--- src/rtl/mul8_pkg.sv ---
// Shared types and constants for the sequential 8x8 shift-and-add multiplier.
package mul8_pkg;

    localparam int WIDTH  = 8;
    localparam int PWIDTH = 16;
    localparam int CNT_W  = 3;
    localparam logic [CNT_W-1:0] LAST_ITER = 3'd7;

    typedef enum logic [1:0] {
        IDLE = 2'd0,
        RUN  = 2'd1,
        DONE = 2'd2
    } state_t;

endpackage

--- src/rtl/mul8_shift_add_adder32.sv ---
// 16-bit ripple-carry adder with carry-in tied low; built bit-by-bit so the
// carry chain is explicit. The final carry-out is never needed by the multiplier.
module adder32 #(
    parameter int W = 16
) (
    input  logic [W-1:0] a,
    input  logic [W-1:0] b,
    output logic [W-1:0] sum
);

    logic [W-1:0] c;

    assign c[0] = 1'b0;

    for (genvar i = 0; i < W; i++) begin : g_bit
        assign sum[i] = a[i] ^ b[i] ^ c[i];
        if (i < W - 1) begin : g_carry
            assign c[i+1] = (a[i] & b[i]) | (c[i] & (a[i] ^ b[i]));
        end
    end

endmodule

--- src/rtl/mul8_shift_add.sv ---
// Sequential 8x8 unsigned shift-and-add multiplier: one accept, 8 accumulate
// edges, one DONE cycle with a registered 16-bit product.
module mul8_shift_add
    import mul8_pkg::*;
#(
    parameter int WIDTH = mul8_pkg::WIDTH
) (
    input  logic                 clk,
    input  logic                 rst_n,
    input  logic                 start,
    input  logic [WIDTH-1:0]     a,
    input  logic [WIDTH-1:0]     b,
    output logic                 ready,
    output logic                 busy,
    output logic                 done,
    output logic [2*WIDTH-1:0]   product
);

    localparam int PW = 2 * WIDTH;

    state_t           state, state_nxt;
    logic [PW-1:0]    mcand;
    logic [WIDTH-1:0] mplier;
    logic [PW-1:0]    acc;
    logic [PW-1:0]    acc_nxt;
    logic [PW-1:0]    sum;
    logic [CNT_W-1:0] cnt;

    adder32 #(.W(PW)) u_adder (
        .a   (acc),
        .b   (mcand),
        .sum (sum)
    );

    assign acc_nxt = mplier[0] ? sum : acc;

    always_ff @(posedge clk or negedge rst_n) begin
        if (!rst_n) state <= IDLE;
        else        state <= state_nxt;
    end

    always_comb begin
        state_nxt = state;
        case (state)
            IDLE:    if (start) state_nxt = RUN;
            RUN:     if (cnt == LAST_ITER) state_nxt = DONE;
            DONE:    state_nxt = IDLE;
            default: state_nxt = IDLE;
        endcase
    end

    always_ff @(posedge clk or negedge rst_n) begin
        if (!rst_n) begin
            mcand   <= '0;
            mplier  <= '0;
            acc     <= '0;
            cnt     <= '0;
            product <= '0;
        end else begin
            case (state)
                IDLE: begin
                    if (start) begin
                        mcand  <= {{(PW-WIDTH){1'b0}}, a};
                        mplier <= b;
                        acc    <= '0;
                        cnt    <= '0;
                    end
                end
                RUN: begin
                    acc    <= acc_nxt;
                    mcand  <= mcand << 1;
                    mplier <= mplier >> 1;
                    cnt    <= cnt + 1'b1;
                    // Capture the final sum on the same edge it lands in acc.
                    if (cnt == LAST_ITER) product <= acc_nxt;
                end
                default: ;
            endcase
        end
    end

    assign ready = (state == IDLE);
    assign busy  = (state == RUN) || (state == DONE);
    assign done  = (state == DONE);

endmodule
--- config.mk ---
export PLATFORM = sky130hd
export DESIGN_NAME = mul8_shift_add
export DESIGN_NICKNAME = d
export VERILOG_FILES = /design/src/rtl/mul8_pkg.sv /design/src/rtl/mul8_shift_add_adder32.sv /design/src/rtl/mul8_shift_add.sv
export SDC_FILE = /design/constraint.sdc
export NUM_CORES = 1
export LEC_CHECK = 0
export ABC_AREA = 1
export BUFFER_PORTS_ARGS = -buffer_cell sky130_fd_sc_hd__buf_2
export CAP_MARGIN = 20
export CORE_ASPECT_RATIO = 1.4
export CORE_UTILIZATION = 30
export DETAILED_ROUTE_END_ITERATION = 8
export GPL_TIMING_DRIVEN = 0
export SETUP_SLACK_MARGIN = 0.5
export SKIP_CTS_REPAIR_TIMING = 1
export SLEW_MARGIN = 25
export SYNTH_ARGS = -nofsm -noshare
export SYNTH_HDL_FRONTEND = slang
export SYNTH_SLANG_ARGS = --single-unit
--- constraint.sdc ---
create_clock -name clk -period 8.8 [get_ports clk]
set_clock_uncertainty 0.1 [all_clocks]
set_input_delay 1.76 -clock clk [delete_from_list [all_inputs] [get_ports clk]]
set_output_delay 1.76 -clock clk [all_outputs]
set_load 0.02 [all_outputs]
==> flow_metrics.tcl <==
set metrics [dict create \
    outcome "complete, no violations" \
    final_max_slew_viol_count 0 \
    required_ns 8.90 \
    yosys.area_share.simple_pct 17.3 \
    yosysMostFrequentCell "nand2_1" \
    grt_first_pass_wirelength_mm 11.7 \
    endpoint "acc[14]$_DFFE_PN0P_" \
    synth_mux_area_share_pct 0 \
    synth_top_family_by_area "simple AND/OR/NAND/NOR gates" \
    synth-main-ff-cell "dfrtp_1" \
    finalSetupViolCount 0 \
    final_util_pct 37.7 \
    crit_fanout 2 \
    drive_gt1_share_pct 22.1 \
    worst_pin_slew_ns 0.453 \
    hold_ws_ns 0.369 \
    r2r_end "acc[14]$_DFFE_PN0P_" \
    cts.reportedPaths.clkPinSlew_ns 0.05 \
    worstPathArrival_ns 6.50 \
    synth.distinct_cells 26 \
    yosysTopAreaCellShare_pct 48.9 \
    relSlewSlack_pct 69.8 \
    fin_crit_sh_pct 72.8 \
    grt_usage_pct 14.6 \
    clock_sinks 61 \
    routedWlPerCell_um 12.5 \
    synth.net_count 384 \
    dr.pass1.iters 4 \
    die_h_um 123 \
    ys_warn_count 0 \
    dp_hpwl_mm 4.83 \
    num_rows 43 \
    overflow 0 \
    yosysSeqAreaShare_pct 48.9 \
    cts_buffers 9 \
    fin_tns_setup_ns 0 \
    initial_core_util_pct 31.2 \
    synthTopCellsByArea "dfrtp_1, nand2_1, fa_1, inv_1, o21ai_0" \
    fmax_ghz 0.156 \
    worstSetupStartpointType "flop" \
    vias 2341 \
    place_congestion 0.738 \
    cts_max_level 3 \
    grt_antenna_before_repair 0 \
    synth_area_mm2 0.00312 \
    cts_buffer_depth 2 \
    place_inst 518 \
    startpoint "mcand[0]$_DFFE_PN0P_" \
    hp-class "flop to flop" \
    worstSkewPairLatency_ns 0.33 \
    synthToLayoutAreaGrowth_pct 21.0 \
    r2r_setup_slack_ns 2.40 \
    r2r-start "mcand[0]$_DFFE_PN0P_" \
    end_kind "flop" \
    rsz0062_at_grt "no" \
    synthAdderAreaFrac_pct 11.4 \
    synth-edff-count 0 \
    dieArea_mm2 0.0108 \
    async_reset_ff_share_pct 100 \
    final_antenna_net_count 0 \
    synth-compound-area-share_pct 12.5 \
    synthCells 345 \
    leakage_nw 1.82 \
    drc 0 \
    synth_largest_area_cell "dfrtp_1" \
    fin_cells 534 \
    min_period_ns 6.40 \
    io_buffers 37 \
    die_x_um 88.2 \
    powerDensity_mw_per_mm2 394 \
    yosys-top-cells-count "nand2_1, dfrtp_1, inv_1" \
    viasPerCell 4.38 \
    wl_mm 6.66 \
    ir_worst_vdd_v 0.000163 \
    synth-xor-area-share_pct 0 \
    first_global_vias 2613 \
    synth-seq-cells 61 \
    fin_nets 433 \
    coreArea_mm2 0.0100 \
    reg2regPathDepth 24 \
    dr.first_iter.drc_count 97 \
    num_io_pins 38 \
    grt_max_degree 33 \
    root_buffer "clkbuf_16" \
    finalHoldViolCount 0 \
    critPathKind "flop to flop" \
    drv_cap 0 \
    diodes 0 \
    cts_tree "built" \
    avgSynthCellArea_um2 9.04 \
]
-- registers in the layout, indices dropped and copies added (netlist names) --
register and flops:
acc 16, mcand 16, product 16, mplier 8
cnt 3, state 2
-- cell usage in the layout (no fill, tap or decap), drive strengths merged --
master / count
clkinvlp: 2
ha: 6
a21oi: 12
o22ai: 10
dfrtp: 61
inv: 47
clkinv: 4
nand4: 1
o211ai: 7
o21a: 1
nand3: 3
buf: 53
clkbuf: 12
o21ai: 36
nor2: 12
fa: 14
or2: 7
nand2: 111
-- how the worst min path moves through the flow --
stage                                       from                endpoint  slack (ns)  cells after the start
after floorplan            mplier[7]$_DFFE_PN0P_   mplier[7]$_DFFE_PN0P_        0.33                      2
after global placement     mplier[7]$_DFFE_PN0P_   mplier[7]$_DFFE_PN0P_        0.35                      2
after detailed placement   mplier[7]$_DFFE_PN0P_   mplier[7]$_DFFE_PN0P_        0.36                      2
after CTS                  mplier[7]$_DFFE_PN0P_   mplier[7]$_DFFE_PN0P_        0.38                      2
after global routing       mplier[2]$_DFFE_PN0P_   mplier[2]$_DFFE_PN0P_        0.40                      2
final                     product[6]$_DFFE_PN0P_  product[6]$_DFFE_PN0P_        0.37                      2
-- layout make-up --
type	instances	area, um^2
sequential	61	1530
clock inverter	6	38.8
multi-input combinational	220	1280
buffer	17	130
timing repair buffer	38	208
clock buffer	10	239
tap	135	169
inverter	47	179
fill	1080	6230
-- logic make-up (layout without fill, tap and decap cells) --
kind of cell / Yosys count / in the layout
DFF: 61 / 61
AOI/OAI and AO/OA: 66 / 66
buffers and inverters: 64 / 118
and+or+nand+nor: 134 / 134
adders and majority gates: 20 / 20
-- power by group --
group | leakage, nW | internal (W) | switching (W)
combinational | 0.939 | 0.000262 | 0.000445
sequential | 0.748 | 0.000400 | 0.0000545
clock | 0.134 | 0.000197 | 0.000127
total | 1.82 | 0.000859 | 0.000627
-- stage by stage --
stage                     setup slack (ns)  cell area, um^2  total power, W
after floorplan                       2.77             3120        0.000987
after global placement                2.45             3470         0.00115
after detailed placement              2.43             3500         0.00118
after CTS                             2.40             3770         0.00151
after global routing                  2.13             3770         0.00163
final                                 2.40             3770         0.00149
-- critical path, stage by stage, from the launching register on --
cell	delay (ns)
dfrtp_1	0.36
ha_1	0.15
inv_1	0.05
fa_1	0.38
fa_1	0.40
fa_1	0.41
fa_1	0.41
fa_1	0.39
fa_1	0.40
fa_1	0.40
fa_1	0.40
fa_1	0.38
inv_1	0.08
fa_1	0.15
inv_1	0.05
fa_1	0.35
inv_1	0.08
fa_1	0.16
inv_1	0.05
fa_1	0.35
inv_1	0.07
fa_1	0.41
nand2_1	0.08
o21a_1	0.13
o22ai_1	0.07
-- routing by layer --
metal  part of all wire [%]  global-route usage, %
met1                     42                   15.2
met2                     50                   25.4
met3                    5.1                   4.37
met4                    3.1                   8.77
met5                      0                      0
(Power assumes the default switching activity.)
